`config.mk`:
```
export PLATFORM = sky130hd
export DESIGN_NAME = s2p_cond
export DESIGN_NICKNAME = d
export VERILOG_FILES = /design/src/rtl/s2p_cond.sv
export SDC_FILE = /design/constraint.sdc
export NUM_CORES = 1
export LEC_CHECK = 0
export CORE_MARGIN = 2
export CORE_UTILIZATION = 45
export DETAILED_ROUTE_END_ITERATION = 8
export DONT_BUFFER_PORTS = 1
export GPL_TIMING_DRIVEN = 0
export PLACE_DENSITY = 0.68
export REMOVE_ABC_BUFFERS = 1
export SLEW_MARGIN = 20
export SYNTH_ARGS = -nofsm -noshare
export SYNTH_HDL_FRONTEND = slang
export SYNTH_SLANG_ARGS = --single-unit
```
`constraint.sdc`:
```
create_clock -name IN_CLK_s2p -period 5.7 [get_ports IN_CLK_s2p]
set_input_delay 1.71 -clock IN_CLK_s2p [delete_from_list [all_inputs] [get_ports IN_CLK_s2p]]
set_output_delay 1.71 -clock IN_CLK_s2p [all_outputs]
set_load 0.02 [all_outputs]
```
`src/rtl/s2p_cond.sv`:
```
// Four-lane serial-to-parallel receiver: finds comma-aligned byte boundaries, confirms
// alignment over LOCK_COUNT commas, then strobes out one reassembled byte per lane.
module s2p_cond #(
  parameter logic [7:0]  COM        = 8'hBC,
  parameter int unsigned LOCK_COUNT = 4
) (
  input  logic       IN_CLK_s2p,
  input  logic       IN_RESET_s2p,
  input  logic       IN_ENB_s2p,
  input  logic [3:0] IN_LANE_s2p,
  output logic [7:0] OUT_LANE3_s2p,
  output logic [7:0] OUT_LANE2_s2p,
  output logic [7:0] OUT_LANE1_s2p,
  output logic [7:0] OUT_LANE0_s2p,
  output logic       OUT_VALID_s2p,
  output logic       OUT_LOCK_s2p,
  output logic [2:0] OUT_CTR_s2p
);

  localparam logic [3:0] LockCnt = 4'(LOCK_COUNT);

  typedef enum logic [1:0] {StSearch, StVerify, StLocked} state_e;

  state_e          state_q, state_d;
  logic [3:0][6:0] sh_q;
  logic [3:0][7:0] cand;
  logic [3:0][7:0] out_q, out_d;
  logic [3:0]      com_hit;
  logic [2:0]      ctr_q, ctr_d;
  logic [3:0]      cnt_q, cnt_d;
  logic            valid_q, valid_d;
  logic            lock_q;
  logic            all_com, any_com, boundary;

  always_comb begin
    for (int n = 0; n < 4; n++) begin
      cand[n]    = {sh_q[n], IN_LANE_s2p[n]};
      com_hit[n] = (cand[n] == COM);
    end
    all_com  = &com_hit;
    any_com  = |com_hit;
    boundary = (ctr_q == 3'd7);
  end

  always_comb begin
    state_d = state_q;
    ctr_d   = ctr_q;
    cnt_d   = cnt_q;
    out_d   = out_q;
    valid_d = 1'b0;
    if (IN_ENB_s2p) begin
      ctr_d = ctr_q + 3'd1;
      case (state_q)
        StSearch: begin
          // Search realigns on any edge, not only at the current boundary.
          if (all_com) begin
            ctr_d   = 3'd0;
            cnt_d   = 4'd1;
            state_d = StVerify;
          end
        end
        StVerify: begin
          if (boundary) begin
            if (all_com) begin
              cnt_d = cnt_q + 4'd1;
              if (cnt_q + 4'd1 == LockCnt) state_d = StLocked;
            end else begin
              cnt_d   = 4'd0;
              state_d = StSearch;
            end
          end
        end
        StLocked: begin
          if (boundary) begin
            if (any_com && !all_com) begin
              cnt_d   = 4'd0;
              state_d = StSearch;
            end else begin
              out_d   = cand;
              valid_d = 1'b1;
            end
          end
        end
        default: state_d = StSearch;
      endcase
    end
  end

  always_ff @(posedge IN_CLK_s2p or posedge IN_RESET_s2p) begin
    if (IN_RESET_s2p) begin
      state_q <= StSearch;
      sh_q    <= '0;
      ctr_q   <= 3'd0;
      cnt_q   <= 4'd0;
      out_q   <= '0;
      valid_q <= 1'b0;
      lock_q  <= 1'b0;
    end else begin
      state_q <= state_d;
      ctr_q   <= ctr_d;
      cnt_q   <= cnt_d;
      out_q   <= out_d;
      valid_q <= valid_d;
      lock_q  <= (state_d == StLocked);
      if (IN_ENB_s2p) begin
        for (int n = 0; n < 4; n++) sh_q[n] <= cand[n][6:0];
      end
    end
  end

  assign OUT_LANE3_s2p = out_q[3];
  assign OUT_LANE2_s2p = out_q[2];
  assign OUT_LANE1_s2p = out_q[1];
  assign OUT_LANE0_s2p = out_q[0];
  assign OUT_VALID_s2p = valid_q;
  assign OUT_LOCK_s2p  = lock_q;
  assign OUT_CTR_s2p   = ctr_q;

endmodule
```
# Word level (Yosys, flattened, before mapping)
# Cells that the tools add are included.
dict set report classes {
  reduce_logical 8
  mux 20
  n_eq_ne 13
  addsub 2
  bitwise 1
}
# cell n
set ops {}
lappend ops {{== test 8 bit, second input constant} 4}
lappend ops {{two-way mux 4 bit} 5}
lappend ops {{two-way mux 2 bit} 7}
lappend ops {{case mux 4 bit (3 select lines)} 1}
lappend ops {{inequality test 2 bit, second input constant} 4}
lappend ops {{AND reduction 4 bit} 2}
lappend ops {{two-way mux 3 bit} 2}
lappend ops {{case mux 2 bit (3 select lines)} 1}
lappend ops {{AND reduction 6 bit} 1}
lappend ops {{adder 4 x 1 -> 4 bit, second input constant} 1}
lappend ops {{== test 2 bit, second input constant} 2}
lappend ops {{== test 4 x 3 -> 1 bit, second input constant} 1}
lappend ops {{two-way mux 1 bit} 4}
lappend ops {{OR reduction 4 bit} 1}
lappend ops {{adder 3 x 1 -> 3 bit, second input constant} 1}
lappend ops {{== test 3 bit, second input constant} 1}
lappend ops {{nonzero test 3 bit} 1}
lappend ops {{== test 2 x 1 -> 1 bit, second input constant} 1}
lappend ops {{logical NOT 2 bit} 1}
lappend ops {{logical AND 1 bit} 1}
lappend ops {{logical NOT 1 bit} 1}
lappend ops {{inverter 1 bit} 1}
dict set report totals {
  ff_bits 71
  in_bits 7
  word_cells 57
}

# Logic depth before layout (Yosys ltp)
dict set report logic_depth {
  depth_word 9
  ltp_mapped 8
  depth_no_buf 7
}

# Worst setup path before layout
# OpenSTA, ideal clock, no wires.
dict set report synth_timing {
  path_kind {input to register}
  startpoint {in IN_LANE_s2p[1]}
  endpoint {reg out_q, in the netlist OUT_LANE0_s2p[3]}
  arrival_time_ns 3.205
  path_stages 7
  required_ns 5.575
  path_slack_ns 2.370
  n_path_buf 2
  path_cell_list {nor4_2 -> nand4_1 -> nand2_1 -> and4_4 -> buf_12 -> buf_12 -> mux2_4}
}
dict set report synth_between {
  elab_chain_len 6
  elab_cells_between_ends 7
  classes_between {1 x eq/ne; 1 x bitwise; 5 x reduce/logical}
}
# item line_no
set synth_lines {}
lappend synth_lines {{start: declaration} 10} ;# input logic [3:0] IN_LANE_s2p,
lappend synth_lines {{== test 8 bit (*)} 38} ;# com_hit[n] = (cand[n] == COM);
lappend synth_lines {{AND reduction 4 bit} 40} ;# all_com = &com_hit;
lappend synth_lines {{logical NOT 1 bit} 75} ;# if (any_com && !all_com) begin
lappend synth_lines {{logical AND 1 bit (*)} 75}
lappend synth_lines {{inverter 1 bit (no source line) (*)} --}
lappend synth_lines {{AND reduction 4 bit (no source line) (*)} --}
lappend synth_lines {{end signal: assignment} 102} ;# out_q <= out_d;
lappend synth_lines {{end: declaration} 27} ;# logic [3:0][7:0] out_q, out_d;
# Mark *: on every way between the ends. The rest lies on a longest branch, timed or not.
# A chain may end at the register's enable or synchronous reset.

# Worst setup path in the final report
dict set report layout_timing {
  startpoint {in IN_LANE_s2p[2]}
  endpoint {reg out_q, in the netlist OUT_LANE1_s2p[2]}
}
# The elaborated chain is that of the path after synthesis.

==> metrics.md <==
| Metric | Value |
|---|---|
| Yosys Warn Count | 0 |
| Final instance area | 3480 um2 |
| Register area | 1780 um2 |
| Critical path launch point | IN_LANE_s2p[2] |
| IO Pins | 44 |
| Global-route usage over all layers | 0.151 |
| # DRC | 0 |
| R2R cell count | 6 |
| Final nets | 240 |
| Overflow after GRT | 0 |
| Area of the multi-input gates | 1340 um2 |
| Sequential share of power | 0.552 |
| Worst path required time | 5920 ps |
| Die X | 89.0 um |
| WP data arrival | 3740 ps |
| Layout area overhead | 7.08% |
| Yosys reg bits | 71 |
| Metal-1 WL | 2470 um |
| Final wirelength | 5350 um |
| Worst reg-to-reg setup slack | 3040 ps |
| Routability Congestion | 0.828 |
| Clk sinks | 71 |
| Place WS | 1810 ps |
| Htree depth | 3 |
| Gate Count Post-Synth | 221 |
| Layout cells sized above 1 | 0.361 |
| Worst rel slew slack | 0.583 |
| Detailed-route wire length per cell | 16.4 um |
| Initial Util | 0.471 |
| Core Box Area | 6910 um2 |
| Clock Skew | 11.2 ps |
| Reg2reg end | OUT_LANE1_s2p[2]$_DFFE_PP0P_ |
| Hold Crit Depth | 1 |
| Largest net degree at the start of global routing | 43 |
| Post-CTS Setup Bufs | 0 |
| Synth Flop Type | dfrtp_1 |
| Setup Total Neg Slack | 0 ps |
| Row cnt | 30 |
| Max Cap Viol | 0 |
| # resized after CTS | 0 |
| Vias | 1714 |
| Sw Pwr | 0.000349 W |
| Cts hold-fix bufs | 0 |
| DRT antenna net count | 0 |
| Status | finished, final reports clean |
| Worst Hold Class | reg2reg |
| Via density | 5.26 |
| Post-synth ARST share | 1.00 |
| Cell variety after synth | 41 |
| Dpl cells | 310 |
| Non-Filler Instances | 326 |
| Met3 routed WL | 164 um |
| PortBufs | 0 |
| Synthesized cell area | 3250 um2 |
| Die footprint | 7920 um2 |
| Skew-Pair Late Insertion Delay | 340 ps |
| Max Freq | 284 MHz |
| Hold Path Sink | OUT_LANE2_s2p[7]$_DFFE_PP0P_ |
| First-pass GRT wire length | 8970 um |
| CTS tree | yes |
| Clock share of power | 0.301 |
| DR WL met2 | 2610 um |
| Syn Area/Cell | 14.7 um2 |
| Detailed placement HPWL | 3500 um |
| Clock-pin slew on the worst setup and hold paths | 70 ps |
| Post-route setup slack | 2180 ps |
| DP Area | 3300 um2 |
| Worst-margin pin slew | 625 ps |
| Final setup viols | 0 |
| Worst Path Max Fanout | 33 |
| CTS buffer count | 9 |
| FF-to-FF Start | cand[19]$_DFFE_PP0P_ |
| Highest Signal Layer | met4 |
| Initial antenna violation count | 0 |
| Leakage power | 1.57 nW |
| RSZ-0062 raised after global routing | no |
| Root Driver | clkbuf_8 |
| Critical path launch point type | input port |
| Max-slew violations | 0 |
| Vias in the first global route | 1769 |
| Kind of critical path | in2reg |
| Worst Hold Launch | cand[23]$_DFFE_PP0P_ |
| Minimum clock period | 3520 ps |
| Power per Cell Area | 345 nW/um2 |
| Die height | 89.0 um |
| Initial DRT Pass Iterations | 4 |
| Diode count | 0 |
| Switching part of the total | 0.291 |
| Fill cell total of the finished layout | 618 |
| Period utilization | 0.618 |
| Max VDD drop | 0.145 mV |
| Sequential share of the synthesized area | 0.547 |
| Int Pwr | 0.000851 W |
| CP endpoint kind | flop |
| Final Hold Fails | 0 |
| Comb pwr share | 0.147 |
| Clock Tree Buf Depth | 2 |
| Post-synth EDFFs | 0 |
| Initial DRC Count | 107 |
## worst max-delay path: stages
cell and delay (ps):
nor4_2 420, nand4_1 330, nand2_1 200, and4_4 670, mux2_1 380
## how the worst max path moves through the flow
stage	end	slack [ps]	cells after the start
global placement	OUT_LANE3_s2p[6]$_DFFE_PP0P_	1420	1
CTS	OUT_LANE3_s2p[7]$_DFFE_PP0P_	2170	5
floorplan	OUT_CTR_s2p[0]$_DFFE_PP0P_	2190	1
global route	OUT_LANE3_s2p[7]$_DFFE_PP0P_	2000	5
detailed placement	OUT_LANE3_s2p[7]$_DFFE_PP0P_	1810	5
finish	OUT_LANE1_s2p[2]$_DFFE_PP0P_	2180	5
## logic make-up (layout without fill, tap and decap cells)
logic type,count (synthesis),in the layout,share of synthesized area
adders and majority gates,8,8,0.0308
buffers and inverters,18,27,0.0408
DFF,71,71,0.547
AOI/OAI and AO/OA,21,21,0.0462
muxes,64,64,0.254
and+or+nand+nor,39,39,0.0816
## sequential cells by signal, summed over array words and instances (netlist names)
signal,flops
cnt_q,4
OUT_LANE1_s2p,8
state_q,2
OUT_LOCK_s2p,1
OUT_LANE3_s2p,8
OUT_LANE0_s2p,8
OUT_LANE2_s2p,8
cand,28
OUT_CTR_s2p,3
OUT_VALID_s2p,1
## power by group through the flow
stage	clock network [W]	logic, W	registers [W]
global placement	0	0.000168	0.000671
global route	0.000396	0.000208	0.000676
detailed placement	0	0.000177	0.000673
CTS	0.000377	0.000178	0.000664
floorplan	0	0.000150	0.000650
finish	0.000362	0.000176	0.000662
## per-layer routing
layer,vias up,GRT usage
met3,13,0.0342
met2,28,0.229
li1,809,-
met1,864,0.204
met5,-,0
met4,0,0.0773
## cell type report
class / instances / share of cell area
Multi-Input combinational cell: 132 / 0.385
Inverter: 10 / 0.0115
Sequential cell: 71 / 0.510
Clock buffer: 11 / 0.0435
Timing Repair Buffer: 1 / 0.00575
Tap cell: 96 / 0.0345
Clock inverter: 5 / 0.00899
## through the flow
stage / power (W) / utilization / hold WS, ps
global route: 0.00128 / 0.504 / 550
CTS: 0.00122 / 0.504 / 540
global placement: 0.000839 / 0.474 / 501
detailed placement: 0.000851 / 0.478 / 524
floorplan: 0.000800 / - / 484
finish: 0.00120 / 0.504 / 535
## cell usage in the layout, fill, tap and decap left out, types with 4 or more instances in the layout
master,synthesis,final
nand4_1,4,4
inv_1,10,9
nand2_1,10,10
mux2_4,29,29
clkbuf_8,0,11
mux2_2,29,29
o21ai_0,4,4
ha_1,8,8
dfrtp_1,71,71
nor2_1,5,5
## synth_stat cells (2+ instances only)
cell type / n / area share
nor4_4: 2 / 0.013
dfrtp_1: 71 / 0.55
o22ai_1: 2 / 0.0038
nand4_1: 4 / 0.0077
nor4_2: 2 / 0.0077
and3_1: 3 / 0.0058
mux2_4: 29 / 0.13
nand2b_1: 3 / 0.0058
ha_1: 8 / 0.031
mux2i_1: 3 / 0.0092
o21ai_0: 4 / 0.0062
a21oi_1: 3 / 0.0046
buf_12: 4 / 0.025
mux2_1: 3 / 0.010
mux2_2: 29 / 0.10
inv_1: 10 / 0.012
clkbuf_1: 4 / 0.0046
nor2_1: 5 / 0.0058
nand2_1: 10 / 0.012
No activity file was read; power rests on OpenSTA's default activity.
